==> config.mk <==
export PLATFORM = sky130hd
export DESIGN_NAME = branch_predictor
export DESIGN_NICKNAME = d
export VERILOG_FILES = /design/src/rtl/bp_pkg.sv /design/src/rtl/bp_counter_table.sv /design/src/rtl/branch_predictor.sv
export SDC_FILE = /design/constraint.sdc
export NUM_CORES = 1
export LEC_CHECK = 0
export CAP_MARGIN = 20
export CORE_UTILIZATION = 60
export DETAILED_ROUTE_END_ITERATION = 12
export HOLD_SLACK_MARGIN = 0.12
export PLACE_DENSITY = 0.86
export SYNTH_ARGS = -nofsm -noshare
export SYNTH_HDL_FRONTEND = slang
export SYNTH_SLANG_ARGS = --single-unit
==> constraint.sdc <==
create_clock -name clk -period 6.2 [get_ports clk]
set_clock_uncertainty 0.05 [all_clocks]
set_input_delay 1.24 -clock clk [delete_from_list [all_inputs] [get_ports clk]]
set_output_delay 1.24 -clock clk [all_outputs]
set_load 0.01 [all_outputs]
==> src/rtl/bp_pkg.sv <==
// Shared definitions for the branch predictor: 2-bit counter encodings, the
// default table index width, the shadow-pipeline slot layout and the
// saturating counter update.
package bp_pkg;

  // Default log2 of the counter-table depth.
  localparam int unsigned IdxWDefault = 6;

  // 2-bit saturating counter encodings.
  localparam logic [1:0] SNT = 2'b00;  // strongly not-taken
  localparam logic [1:0] WNT = 2'b01;  // weakly not-taken
  localparam logic [1:0] WT  = 2'b10;  // weakly taken
  localparam logic [1:0] ST  = 2'b11;  // strongly taken

  // One shadow-pipeline slot. The idx field is sized for IdxWDefault, so the
  // predictor is built with IDX_W equal to that default.
  typedef struct packed {
    logic                   valid;
    logic                   pred;
    logic [IdxWDefault-1:0] idx;
  } shadow_slot_t;

  // Saturating counter step: never wraps past ST or below SNT.
  function automatic logic [1:0] sat_update(input logic [1:0] cnt, input logic taken);
    if (taken) begin
      return (cnt == ST) ? ST : cnt + 2'b01;
    end else begin
      return (cnt == SNT) ? SNT : cnt - 2'b01;
    end
  endfunction

endpackage

==> src/rtl/bp_counter_table.sv <==
// Table of 2^IDX_W two-bit saturating counters with one combinational read
// port and one saturating-update write port. Async active-high reset loads
// every counter with CNT_INIT.
module bp_counter_table
  import bp_pkg::*;
#(
  parameter int unsigned IDX_W    = IdxWDefault,
  parameter logic [1:0]  CNT_INIT = WNT
) (
  input  logic             clk_i,
  input  logic             rst_i,
  input  logic [IDX_W-1:0] rd_idx_i,
  output logic [1:0]       rd_cnt_o,
  input  logic             wr_en_i,
  input  logic [IDX_W-1:0] wr_idx_i,
  input  logic             wr_taken_i
);

  localparam int Entries = 1 << IDX_W;

  logic [1:0] cnt_q [Entries];

  // Read is not bypassed: a same-cycle update is seen only on the next cycle.
  assign rd_cnt_o = cnt_q[rd_idx_i];

  // Counter array: reset to CNT_INIT, train one entry per resolution.
  always_ff @(posedge clk_i or posedge rst_i) begin
    if (rst_i) begin
      for (int i = 0; i < Entries; i++) begin
        cnt_q[i] <= CNT_INIT;
      end
    end else if (wr_en_i) begin
      cnt_q[wr_idx_i] <= sat_update(cnt_q[wr_idx_i], wr_taken_i);
    end
  end

endmodule

==> src/rtl/branch_predictor.sv <==
// Bimodal branch predictor with an ID->EX->MEM shadow pipeline that aligns
// each prediction with the datapath's MEM-stage resolution.
// Optional macro BP_GSHARE_EN: XOR the PC index with a non-speculative
// global history register (gshare). Undefined: plain bimodal indexing.
`ifndef FLUSH_ALL
`define FLUSH_ALL 4'hF
`endif

module branch_predictor
  import bp_pkg::*;
#(
  parameter int unsigned IDX_W    = IdxWDefault,
  parameter logic [1:0]  CNT_INIT = WNT
) (
  input  logic        clk,
  input  logic        rst,
  input  logic [31:0] id_pc,
  input  logic        id_is_branch,
  input  logic        id_jump_early,
  input  logic [3:0]  hazard_signal,
  input  logic        branch_resolved,
  input  logic        actual_taken,
  output logic        predict_taken,
  output logic        jump_taken
);

  logic [IDX_W-1:0] idx;
  logic [1:0]       rd_cnt;
  shadow_slot_t     ex_d, ex_q, mem_q;

  // PC bits outside the word-aligned index field do not affect prediction.
  logic unused_pc;
  assign unused_pc = ^{id_pc[31:IDX_W+2], id_pc[1:0]};

`ifdef BP_GSHARE_EN
  logic [IDX_W-1:0] ghr_q;

  // Global history shifts in resolved outcomes only (non-speculative).
  always_ff @(posedge clk or posedge rst) begin
    if (rst) begin
      ghr_q <= '0;
    end else if (branch_resolved) begin
      ghr_q <= {ghr_q[IDX_W-2:0], actual_taken};
    end
  end

  assign idx = id_pc[IDX_W+1:2] ^ ghr_q;
`else
  assign idx = id_pc[IDX_W+1:2];
`endif

  bp_counter_table #(
    .IDX_W   (IDX_W),
    .CNT_INIT(CNT_INIT)
  ) u_table (
    .clk_i     (clk),
    .rst_i     (rst),
    .rd_idx_i  (idx),
    .rd_cnt_o  (rd_cnt),
    .wr_en_i   (branch_resolved),
    .wr_idx_i  (mem_q.idx),
    .wr_taken_i(actual_taken)
  );

  // ID-stage lookup and the slot it launches into EX.
  always_comb begin
    predict_taken = id_jump_early | (id_is_branch & rd_cnt[1]);
    ex_d          = '0;
    ex_d.valid    = id_is_branch | id_jump_early;
    ex_d.pred     = predict_taken;
    ex_d.idx      = idx;
  end

  // Shadow pipeline; a full flush empties both slots alongside the datapath.
  always_ff @(posedge clk or posedge rst) begin
    if (rst) begin
      ex_q  <= '0;
      mem_q <= '0;
    end else if (hazard_signal == `FLUSH_ALL) begin
      ex_q  <= '0;
      mem_q <= '0;
    end else begin
      ex_q  <= ex_d;
      mem_q <= ex_q;
    end
  end

  assign jump_taken = mem_q.valid & mem_q.pred;

endmodule

# ---- Yosys cells after proc, flatten, opt, wreduce, memory -nomap -nowiden
# Index checks and enable logic that the tools add are counted.
dict set report totals {
  ff_bits 144
  inputBits 42
  wordCells 100
  out_inout_bits 2
}
dict set report op_classes {
  reduce_logical 2
  bitwise 6
  eq_ne 2
  n_lt_le_gt_ge 3
  muxes 15
  add_sub_neg 2
}
# op n
set ops {}
lappend ops {{$bwmux 128} 1}
lappend ops {{$bmux 2 s6} 2}
lappend ops {{$mux 2} 9}
lappend ops {{$mux 8} 2}
lappend ops {{$ge 7x7->1 const B} 2}
lappend ops {{$not 6->7} 2}
lappend ops {{$demux 2 s6} 1}
lappend ops {{$lt 7x1->1 const B} 1}
lappend ops {{$eq 4x4->1 const B} 1}
lappend ops {{$add 2x1->2 const B} 1}
lappend ops {{$and 1x1->1} 2}
lappend ops {{$eq 2x2->1 const B} 1}
lappend ops {{$logic_not 2->1} 1}
lappend ops {{$or 1x1->1} 2}
lappend ops {{$sub 2x1->2 const B} 1}
lappend ops {{$logic_and 1x1->1} 1}

# ---- Logic depth before layout (Yosys ltp)
# Gate-level depths: netlist (run 1).
dict set report depth {
  ltp_word 9
  depth_mapped 12
  depth_no_buf 7
}

# ---- Cells and area by module
# From an unflattened synthesis (run 1), not the netlist that was laid out.
dict set report unflattened {
  hier_cells 670
  area_unflattened_um2 7853.8
}
# module cells_each seq_area_each_um2 area_per_inst_um2 n_inst
set modules_own_cells {}
lappend modules_own_cells {bp_counter_table 633 3283.1 7282.0 1}
lappend modules_own_cells {branch_predictor 37 400.4 571.8 1}

# ---- Worst setup path before layout (run 1)
# Ideal clock, no wire load.
dict set report synth_timing {
  path_kind {input-to-output}
  startpoint {input id_pc[2]}
  endpoint {output predict_taken}
  arrival_time_ns 3.882
  required_ns 4.910
  setup_slack_ns 1.028
  stages 6
  cell_sequence {clkbuf_1 > buf_1 > mux4_2 > mux4_2 > mux4_2 > a21o_1}
}
dict set report synth_via {
  elab_chain_cells 6
}
# item line
set synth_lines {}
lappend synth_lines {{from (decl)} branch_predictor.sv:17} ;# input logic [31:0] id_pc,
lappend synth_lines {{$not 6->7 (not written as such)} bp_counter_table.sv:24} ;# assign rd_cnt_o = cnt_q[rd_idx_i];
lappend synth_lines {{$bmux 2 s6} bp_counter_table.sv:24}
lappend synth_lines {{$mux 2 (not written as such) (2 in a row)} bp_counter_table.sv:24}
lappend synth_lines {{$and 1x1->1} branch_predictor.sv:67} ;# predict_taken = id_jump_early | (id_is_branch & rd_cnt[1]);
lappend synth_lines {{$or 1x1->1} branch_predictor.sv:67}
lappend synth_lines {{to (decl)} branch_predictor.sv:23} ;# output logic predict_taken,
# Every way passes these cells. The select of a mux whose other input is x is not followed.

# ---- Worst setup path after layout (run 1)
# Ends and elaborated chain as after synthesis.

==> results of run 1 <==
-- through the flow --
stage          setup slack, ps  cells  hold slack (ps)  instance area, sq um  power [mW]
6_report                   640    737              401                  8290        2.61
2_1_floorplan             1030    570              378                  7410        1.49
3_3_place_gp               646    703              381                  7670        1.59
5_1_grt                    531    737              414                  8290        2.69
3_5_place_dp               632    703              383                  7670        1.62
4_1_cts                    636    735              398                  8250        2.60
-- how the worst max path moves through the flow --
stage,start,end,slack [ps],depth (start not counted)
after floorplan,id_pc[2],predict_taken,1030,6
after global placement,id_pc[2],predict_taken,650,7
after detailed placement,id_pc[2],predict_taken,630,7
after CTS,id_pc[2],predict_taken,640,7
after global routing,id_pc[2],predict_taken,530,7
final,id_pc[2],predict_taken,640,7
-- state kept, by name (all words and copies together) (netlist names) --
signal         flops
u_table.cnt_q    128
ex_q               8
mem_q              8
-- report_power, final --
part           switching [mW]  internal, mW
Combinational           0.196         0.212
Sequential              0.103          1.11
Clock                   0.399         0.586
Total                   0.698          1.91
-- placed cells by master (no fill, tap or decap), types with 3 or more instances in the layout --
cell type | synthesis | final
a21oi_1 | 4 | 4
a221o_1 | 4 | 4
a221oi_1 | 10 | 10
a22oi_1 | 6 | 6
a31oi_1 | 3 | 3
and2_1 | 16 | 16
buf_4 | 3 | 9
clkbuf_16 | 0 | 17
clkbuf_8 | 0 | 3
clkdlybuf4s50_1 | 0 | 17
clkinv_4 | 0 | 4
clkinvlp_4 | 0 | 4
dfrtp_1 | 80 | 79
dfstp_2 | 64 | 64
mux2_2 | 140 | 140
mux2i_1 | 11 | 11
mux4_2 | 34 | 34
nand2_1 | 42 | 42
nand3_1 | 8 | 8
nand3b_1 | 4 | 4
nand4_1 | 3 | 3
nor2_1 | 42 | 42
nor2b_1 | 7 | 7
nor3_1 | 6 | 6
nor3b_1 | 3 | 3
o21ai_0 | 9 | 9
o22ai_1 | 4 | 4
-- worst reg2reg max path: cells and delay by family (launching register included) --
kind | cells | cell delay (ps)
adders and majority gates | 1 | 560
DFF | 1 | 830
and+or+nand+nor | 1 | 560
AOI/OAI and AO/OA | 3 | 620
buffers and inverters | 2 | 710
muxes | 2 | 710
-- layer usage --
| layer | vias up | share of wire | GRT usage | wire length [microns] |
|---|---|---|---|---|
| li1 | 2119 | - | - | - |
| met1 | 2676 | 0.39 | 0.417 | 7420 |
| met2 | 328 | 0.47 | 0.478 | 8800 |
| met3 | 96 | 0.094 | 0.0900 | 1780 |
| met4 | 0 | 0.048 | 0.158 | 911 |
| met5 | - | 0 | 0 | 0 |
-- layout make-up --
class,count,area [sq um]
Clock buffer,21,470
Clock inverter,11,109
Fill cell,818,3720
Inverter,4,20.0
Multi-Input combinational cell,382,3550
Sequential cell,144,3680
Tap cell,147,184
Timing Repair Buffer,28,278
-- logic make-up after synthesis --
family,count (synthesis),share of synthesized area
multiplexers,185,0.331
flip-flops,144,0.497
AO/OA/AOI/OAI,52,0.0518
AND/OR/NAND/NOR,143,0.0927
adder cells (fa/ha/maj),2,0.00287
buffers and inverters,44,0.0250
==> out/metrics.cfg, run 1 <==
[logic_synthesis]
synth-main-ff-cell=dfrtp_1
synth_top_cell_by_area=dfrtp_1
synth_cell_types=47
ys_seq_elements=144
syn_inst=570
synth_edf_count=0
ys_warn_count=0
syn-cell-area_sq_um=7410
syn-num-nets=612
yosysTopAreaCellShare=0.270
synth_most_common_cell=mux2_2
seq_area_frac_synth=0.497
async_flop_share=1.00
yosys-top-cells-count=140 x mux2_2, 80 x dfrtp_1, 64 x dfstp_2
synth_area_leaders=dfrtp_1 27%, dfstp_2 23%, mux2_2 21%
avgSynthCellArea_sq_um=13.0

[worst_setup_path]
critPathArrivalTime_ps=4270
rr_startpoint=mem_q[0]
r2r_cells=9
rrSetupSlack_ps=2030
critPathSlowestCell=mux4_2
crit_chain=clkdlybuf4s50_1, buf_4, mux4_2, mux4_2, mux4_2, a21o_1, clkdlybuf4s50_1
crit_fanout=17
cp-start-kind=input pin
endpoint_kind=output port
slowest_delay_ps=590
cp_num_buf_inv=3
required_ps=4910
path_common_cell=mux4_2
r2r_end=u_table.cnt_q[83]
critPathTopFamily=multiplexers
crit_type=in -> out

[worst_hold_path]
worstHoldEndpoint=mem_q[7]
min_from=ex_q[7]
min_path_cells=1
hp-class=reg -> reg

[timing]
rsz0062_at_grt=no
hold_viol=0
timing.setup.tns_ps=0
clock.fmax_mhz=180
slew_headroom=0.176
min_period_ps=5560
worst_pin_slew_ps=1230
setup_viol=0
post-route-period-util=0.897
final_max_slew_viol_count=0

[detailed_routing]
dr.pass1.iters=6
drt_first_iter_violations=766
via_count=5219
wire_per_inst_microns=25.7
routed_wl_mm=18.9
via_per_inst=7.08
drc=0
ant_nets=0

[outcome]
status=finished, final reports clean

[placed_design]
hpwlAfterDp_mm=12.0
gp_congestion=0.930
numPortBuffers=17

[clock_network]
htreeDepth=4
ctsResizeCount=0
cts_hold_buf=0
postCtsSetupBuffers=0
root_buffer=clkbuf_16
clock_sinks=144
cts_tree=yes
clockBufferDepth=2
path_clk_slew_ps=60
clk_latency_ps=430
cts_made_buffers=17

[finish]
fin_util=0.690
n_antenna_cell=0
layout-drive-gt1-share=0.486
nNetsFinal=619
syn_to_final_growth_pct=11.8

[floorplan]
die_w_microns=113
rows=40
start_util=0.617
die_area_sq_um=12800
num_io_pins=44
die_y_microns=113
placeableCoreArea_sq_um=12000

[global_route]
first_global_vias=5314
grt_first_pass_wirelength_mm=29.8
grt_max_degree=83
grt_overflow_total=0
antenna_found_initial=0
track_usage=0.315

[power]
power.leakage_nw=3.46
vdd_ir_drop_max_v=0.000296
power_density_nw_per_um2=315

[job]
drv_cap=0

No activity file was read; power rests on OpenSTA's default activity.
==> inputs of run 2 (changes only) <==
--- a/config.mk
+++ b/config.mk
@@ -7,6 +7,7 @@
 export LEC_CHECK = 0
 export CAP_MARGIN = 20
 export CORE_UTILIZATION = 60
+export CTS_BUF_LIST = sky130_fd_sc_hd__clkbuf_8
 export DETAILED_ROUTE_END_ITERATION = 12
 export HOLD_SLACK_MARGIN = 0.12
 export PLACE_DENSITY = 0.86
==> run 2 against run 1 <==
  * Sequential cell count is the same
  * Hold slack is essentially flat
  * Largest cell class unchanged
  * Die area is the same
  * Fmax shrank 0.12%
  * Cell count is the same
  * Via count shrank 1.5%
  * First-iteration DRC count grew 17%
  * Worst setup slack lost 6.8 ps
  * Sequential power is essentially flat
==> out/metrics.cfg, run 2 (synthesis gave the netlist of run 1 again) <==
[detailed_routing]
dr.pass1.iters=6  ; unchanged
wire_per_inst_microns=25.1  ; -2.4%
drt_first_iter_violations=893  ; +17%
drc=0  ; unchanged
routed_wl_mm=18.5  ; -2.4%
ant_nets=0  ; unchanged
via_count=5142  ; -1.5%
via_per_inst=6.98  ; -1.5%

[worst_setup_path]
crit_fanout=17  ; unchanged
rrSetupSlack_ps=2060  ; +30 ps
rr_startpoint=mem_q[0]
critPathArrivalTime_ps=4280  ; about the same
crit_type=in -> out
required_ps=4910  ; about the same
cp-start-kind=input pin
r2r_end=u_table.cnt_q[83]
endpoint_kind=output port
r2r_cells=9  ; unchanged

[global_route]
grtUsageMet3=0.102  ; +0.0123
grtUsageMet2=0.462  ; -0.0160
grt_max_degree=83  ; unchanged
antenna_found_initial=0  ; unchanged
grt_use_met1=0.411  ; -0.00641
grt_first_pass_wirelength_mm=29.4  ; -1.2%
track_usage=0.311  ; -0.00363
first_global_vias=5267  ; -0.88%
busiest_layer=met2
grt_overflow_total=0  ; unchanged

[power]
power.leakage_nw=3.37  ; -2.4%
vdd_ir_drop_max_v=0.000194  ; -35%
fin_total_pwr_mw=2.34  ; -10%
power_density_nw_per_um2=288  ; -8.3%

[clock_network]
cts_made_buffers=17  ; unchanged
root_buffer=clkbuf_8
ctsResizeCount=0  ; unchanged
clk_latency_ps=470  ; +40 ps
clock_sinks=144  ; unchanged
htreeDepth=4  ; unchanged
cts_tree=yes
path_clk_slew_ps=90  ; +30 ps
cts_hold_buf=0  ; unchanged
postCtsSetupBuffers=0  ; unchanged
clockBufferDepth=2  ; unchanged

[finish]
n_antenna_cell=0  ; unchanged
regMostFlops=u_table.cnt_q
fillerInstances=830  ; +1.5%
layout-drive-gt1-share=0.486  ; unchanged
layout_common_cells=140 x mux2_2, 79 x dfrtp_1, 64 x dfstp_2, 42 x nand2_1, 42 x nor2_1
multiInputGateArea_sq_um=3550  ; unchanged
fin_util=0.674  ; -0.0159
syn_to_final_growth_pct=9.27
final_common_cell=mux2_2
top_regs=u_table.cnt_q: 128 flops, ex_q: 8 flops, mem_q: 8 flops
nNetsFinal=619  ; unchanged
layout.cells.non_filler=737  ; unchanged
ff_latch_area_sq_um=3680  ; unchanged
finalInstanceArea_sq_um=8100  ; -2.3%
largest_reg_flops=128  ; unchanged

[floorplan]
die_w_microns=113  ; unchanged
placeableCoreArea_sq_um=12000  ; unchanged
start_util=0.617  ; unchanged
die_y_microns=113  ; unchanged
rows=40  ; unchanged
die_area_sq_um=12800  ; unchanged
num_io_pins=44  ; unchanged

[timing]
rsz0062_at_grt=no
clock.fmax_mhz=180  ; -0.12%
post-route-period-util=0.898  ; +0.00109
worst_pin_slew_ps=1220  ; -10.5 ps
hold_viol=0  ; unchanged
final_max_slew_viol_count=0  ; unchanged
timing.setup.tns_ps=0  ; unchanged
setup_viol=0  ; unchanged
slew_headroom=0.183  ; +0.00703
min_period_ps=5570  ; +6.77 ps

[placed_design]
numPortBuffers=17  ; unchanged
gp_congestion=0.930  ; unchanged
dpl_cell_area_sq_um=7670  ; unchanged
place_inst=703  ; unchanged
hpwlAfterDp_mm=12.0  ; unchanged

[outcome]
status=finished, final reports clean

[worst_hold_path]
hp-class=reg -> reg
min_path_cells=1  ; unchanged
worstHoldEndpoint=mem_q[6]
min_from=ex_q[6]

[job]
drv_cap=0  ; unchanged

## run 2: final cells by class
type | instances | area share
multi-input combinational | 382 | 0.438
timing repair buffer | 28 | 0.0343
clock inverter | 12 | 0.0139
tap | 147 | 0.0227
inverter | 4 | 0.00247
sequential | 144 | 0.455
clock buffer | 20 | 0.0340
## run 2: where the power goes
part	total (mW)	switching, mW	internal [mW]
clock network	0.720	0.371	0.350
registers	1.21	0.100	1.11
logic	0.405	0.193	0.212
## run 2: how the worst max path moves through the flow
stage,startpoint,end,cells past startpoint
floorplan,id_pc[2],predict_taken,6
global placement,id_pc[2],predict_taken,7
detailed placement,id_pc[2],predict_taken,7
CTS,id_pc[2],predict_taken,7
global route,id_pc[2],predict_taken,7
finish,id_pc[2],predict_taken,7
## run 2: critical path: stages
cell	delay, ps
clkdlybuf4s50_1	450
buf_4	310
mux4_2	600
mux4_2	470
mux4_2	510
a21o_1	200
clkdlybuf4s50_1	470
## run 2: per-layer routing
metal	wire [microns]	share of wire	vias to the layer above
li1	-	-	2125
met5	0	0	-
met3	1840	0.099	85
met4	867	0.047	0
met2	8580	0.46	328
met1	7190	0.39	2604
## run 2: through the flow
| stage | setup slack [ps] | hold slack, ps |
|---|---|---|
| global route | 539 | 421 |
| floorplan | 1030 | 378 |
| detailed placement | 632 | 383 |
| global placement | 646 | 381 |
| CTS | 634 | 403 |
| finish | 633 | 401 |
==> inputs of run 3 (changes only) <==
--- a/config.mk
+++ b/config.mk
@@ -6,6 +6,7 @@
 export NUM_CORES = 1
 export LEC_CHECK = 0
 export CAP_MARGIN = 20
+export CORE_MARGIN = 2
 export CORE_UTILIZATION = 60
 export CTS_BUF_LIST = sky130_fd_sc_hd__clkbuf_8
 export DETAILED_ROUTE_END_ITERATION = 12
==> run 3 against run 2 <==
  * Power up 4.1%
  * Non-clock buffer count increased by 4
  * Worst setup slack gained 4.6 ps
  * Sequential power about the same
  * Hold slack improved by 15 ps
  * First-iteration DRC count down 13%
  * Sequential share of layout area decreased by 0.46 points
  * Register-to-register slack about the same
==> out/metrics.cfg, run 3 (synthesis gave the netlist of run 1 again) <==
[clock_network]
clk_latency_ps=470  ; about the same
clock_sinks=144  ; unchanged
htreeDepth=4  ; unchanged
path_clk_slew_ps=80  ; about the same
postCtsSetupBuffers=0  ; unchanged
cts_hold_buf=0  ; unchanged
root_buffer=clkbuf_8
cts_tree=yes
ctsResizeCount=0  ; unchanged
cts_made_buffers=17  ; unchanged
clockBufferDepth=2  ; unchanged

[worst_setup_path]
rrSetupSlack_ps=2060  ; about the same
r2r_cells=9  ; unchanged
cp-start-kind=input pin
rr_startpoint=mem_q[0]
required_ps=4910  ; about the same
crit_type=in -> out
r2r_end=u_table.cnt_q[92]
crit_fanout=17  ; unchanged
critPathArrivalTime_ps=4270  ; about the same
endpoint_kind=output port

[power]
power_density_nw_per_um2=297  ; +3.0%
fin_total_pwr_mw=2.43  ; +4.1%
power.leakage_nw=3.42  ; +1.5%
vdd_ir_drop_max_v=0.000128  ; -34%

[placed_design]
dpl_cell_area_sq_um=7690  ; +0.24%
pre_cts_ws_ps=631  ; -1.12 ps
gp_congestion=0.942  ; +1.3%
numPortBuffers=17  ; unchanged
place_inst=706  ; +0.43%
hpwlAfterDp_mm=12.3  ; +2.6%

[timing]
setup_viol=0  ; unchanged
rsz0062_at_grt=no
fin_ws_ps=637  ; +4.56 ps
final_max_slew_viol_count=0  ; unchanged
worst_pin_slew_ps=852  ; -365 ps
timing.setup.tns_ps=0  ; unchanged
hold_ws_ps=416  ; +15.2 ps
slew_headroom=0.432  ; +0.249
min_period_ps=5560  ; -4.56 ps
hold_viol=0  ; unchanged
post-route-period-util=0.897  ; about the same
clock.fmax_mhz=180  ; about the same

[worst_hold_path]
hp-class=reg -> reg
worstHoldEndpoint=mem_q[3]
min_path_cells=1  ; unchanged
min_from=ex_q[3]

[detailed_routing]
drc=0  ; unchanged
routed_wl_mm=18.8  ; +1.7%
dr.pass1.iters=5  ; -1
drt_first_iter_violations=778  ; -13%
ant_nets=0  ; unchanged
wire_per_inst_microns=25.3  ; +1.1%
via_per_inst=7.04  ; +0.91%
via_count=5217  ; +1.5%

[global_route]
grt_overflow_total=0  ; unchanged
antenna_found_initial=0  ; unchanged
first_global_vias=5345  ; +1.5%
grt_max_degree=98  ; +18%
track_usage=0.303  ; -0.00870
grt_first_pass_wirelength_mm=29.6  ; +0.54%

[floorplan]
die_w_microns=115  ; +1.8%
num_io_pins=44  ; unchanged
rows=40  ; unchanged
start_util=0.617  ; unchanged
die_area_sq_um=13300  ; +3.6%
placeableCoreArea_sq_um=12000  ; unchanged
die_y_microns=115  ; +1.8%

[finish]
finalInstanceArea_sq_um=8180  ; +1.0%
layout.cells.non_filler=741  ; +0.54%
n_antenna_cell=0  ; unchanged
largest_reg_flops=128  ; unchanged
nNetsFinal=623  ; +0.65%
ff_latch_area_sq_um=3680  ; unchanged
syn_to_final_growth_pct=10.4
layout_common_cells=140 x mux2_2, 79 x dfrtp_1, 64 x dfstp_2, 42 x nand2_1, 42 x nor2_1
multiInputGateArea_sq_um=3540  ; about the same
fillerInstances=812  ; -2.2%
regMostFlops=u_table.cnt_q
top_regs=u_table.cnt_q: 128 flops, ex_q: 8 flops, mem_q: 8 flops
final_common_cell=mux2_2
fin_util=0.681  ; +0.00688
layout-drive-gt1-share=0.488  ; +0.00177

[outcome]
status=finished, final reports clean

[job]
drv_cap=0  ; unchanged

-- run 3: worst max-delay path, cell delays in order --
cell	delay (ps)
clkdlybuf4s50_1	460
buf_4	320
mux4_2	550
mux4_2	520
mux4_2	510
a21o_1	190
clkdlybuf4s50_1	470
-- run 3: area by class of cell --
type                       count  share of cell area
timing repair buffer          32              0.0379
tap                          147              0.0225
sequential                   144               0.450
clock buffer                  18              0.0303
clock inverter                14              0.0234
inverter                       4             0.00245
multi-input combinational    382               0.433
-- run 3: worst max path at each step --
stage                          endpoint  depth (start not counted)  slack, ps      from
after floorplan           predict_taken                          6       1030  id_pc[2]
after global placement    predict_taken                          7        650  id_pc[2]
after detailed placement  predict_taken                          7        630  id_pc[2]
after CTS                 predict_taken                          7        620  id_pc[2]
after global routing      predict_taken                          7        550  id_pc[2]
final                     predict_taken                          7        640  id_pc[2]
-- run 3: power breakdown --
group / switching (mW) / total (mW) / internal [mW] / leakage, nW
combinational: 0.192 / 0.404 / 0.212 / 1.48
sequential: 0.105 / 1.21 / 1.11 / 1.73
clock: 0.364 / 0.812 / 0.448 / 0.216
-- run 3: per-layer routing --
metal | routed length (microns) | global-route usage
met5 | 0 | 0
met4 | 869 | 0.172
met3 | 1880 | 0.0870
met2 | 8800 | 0.462
met1 | 7230 | 0.391
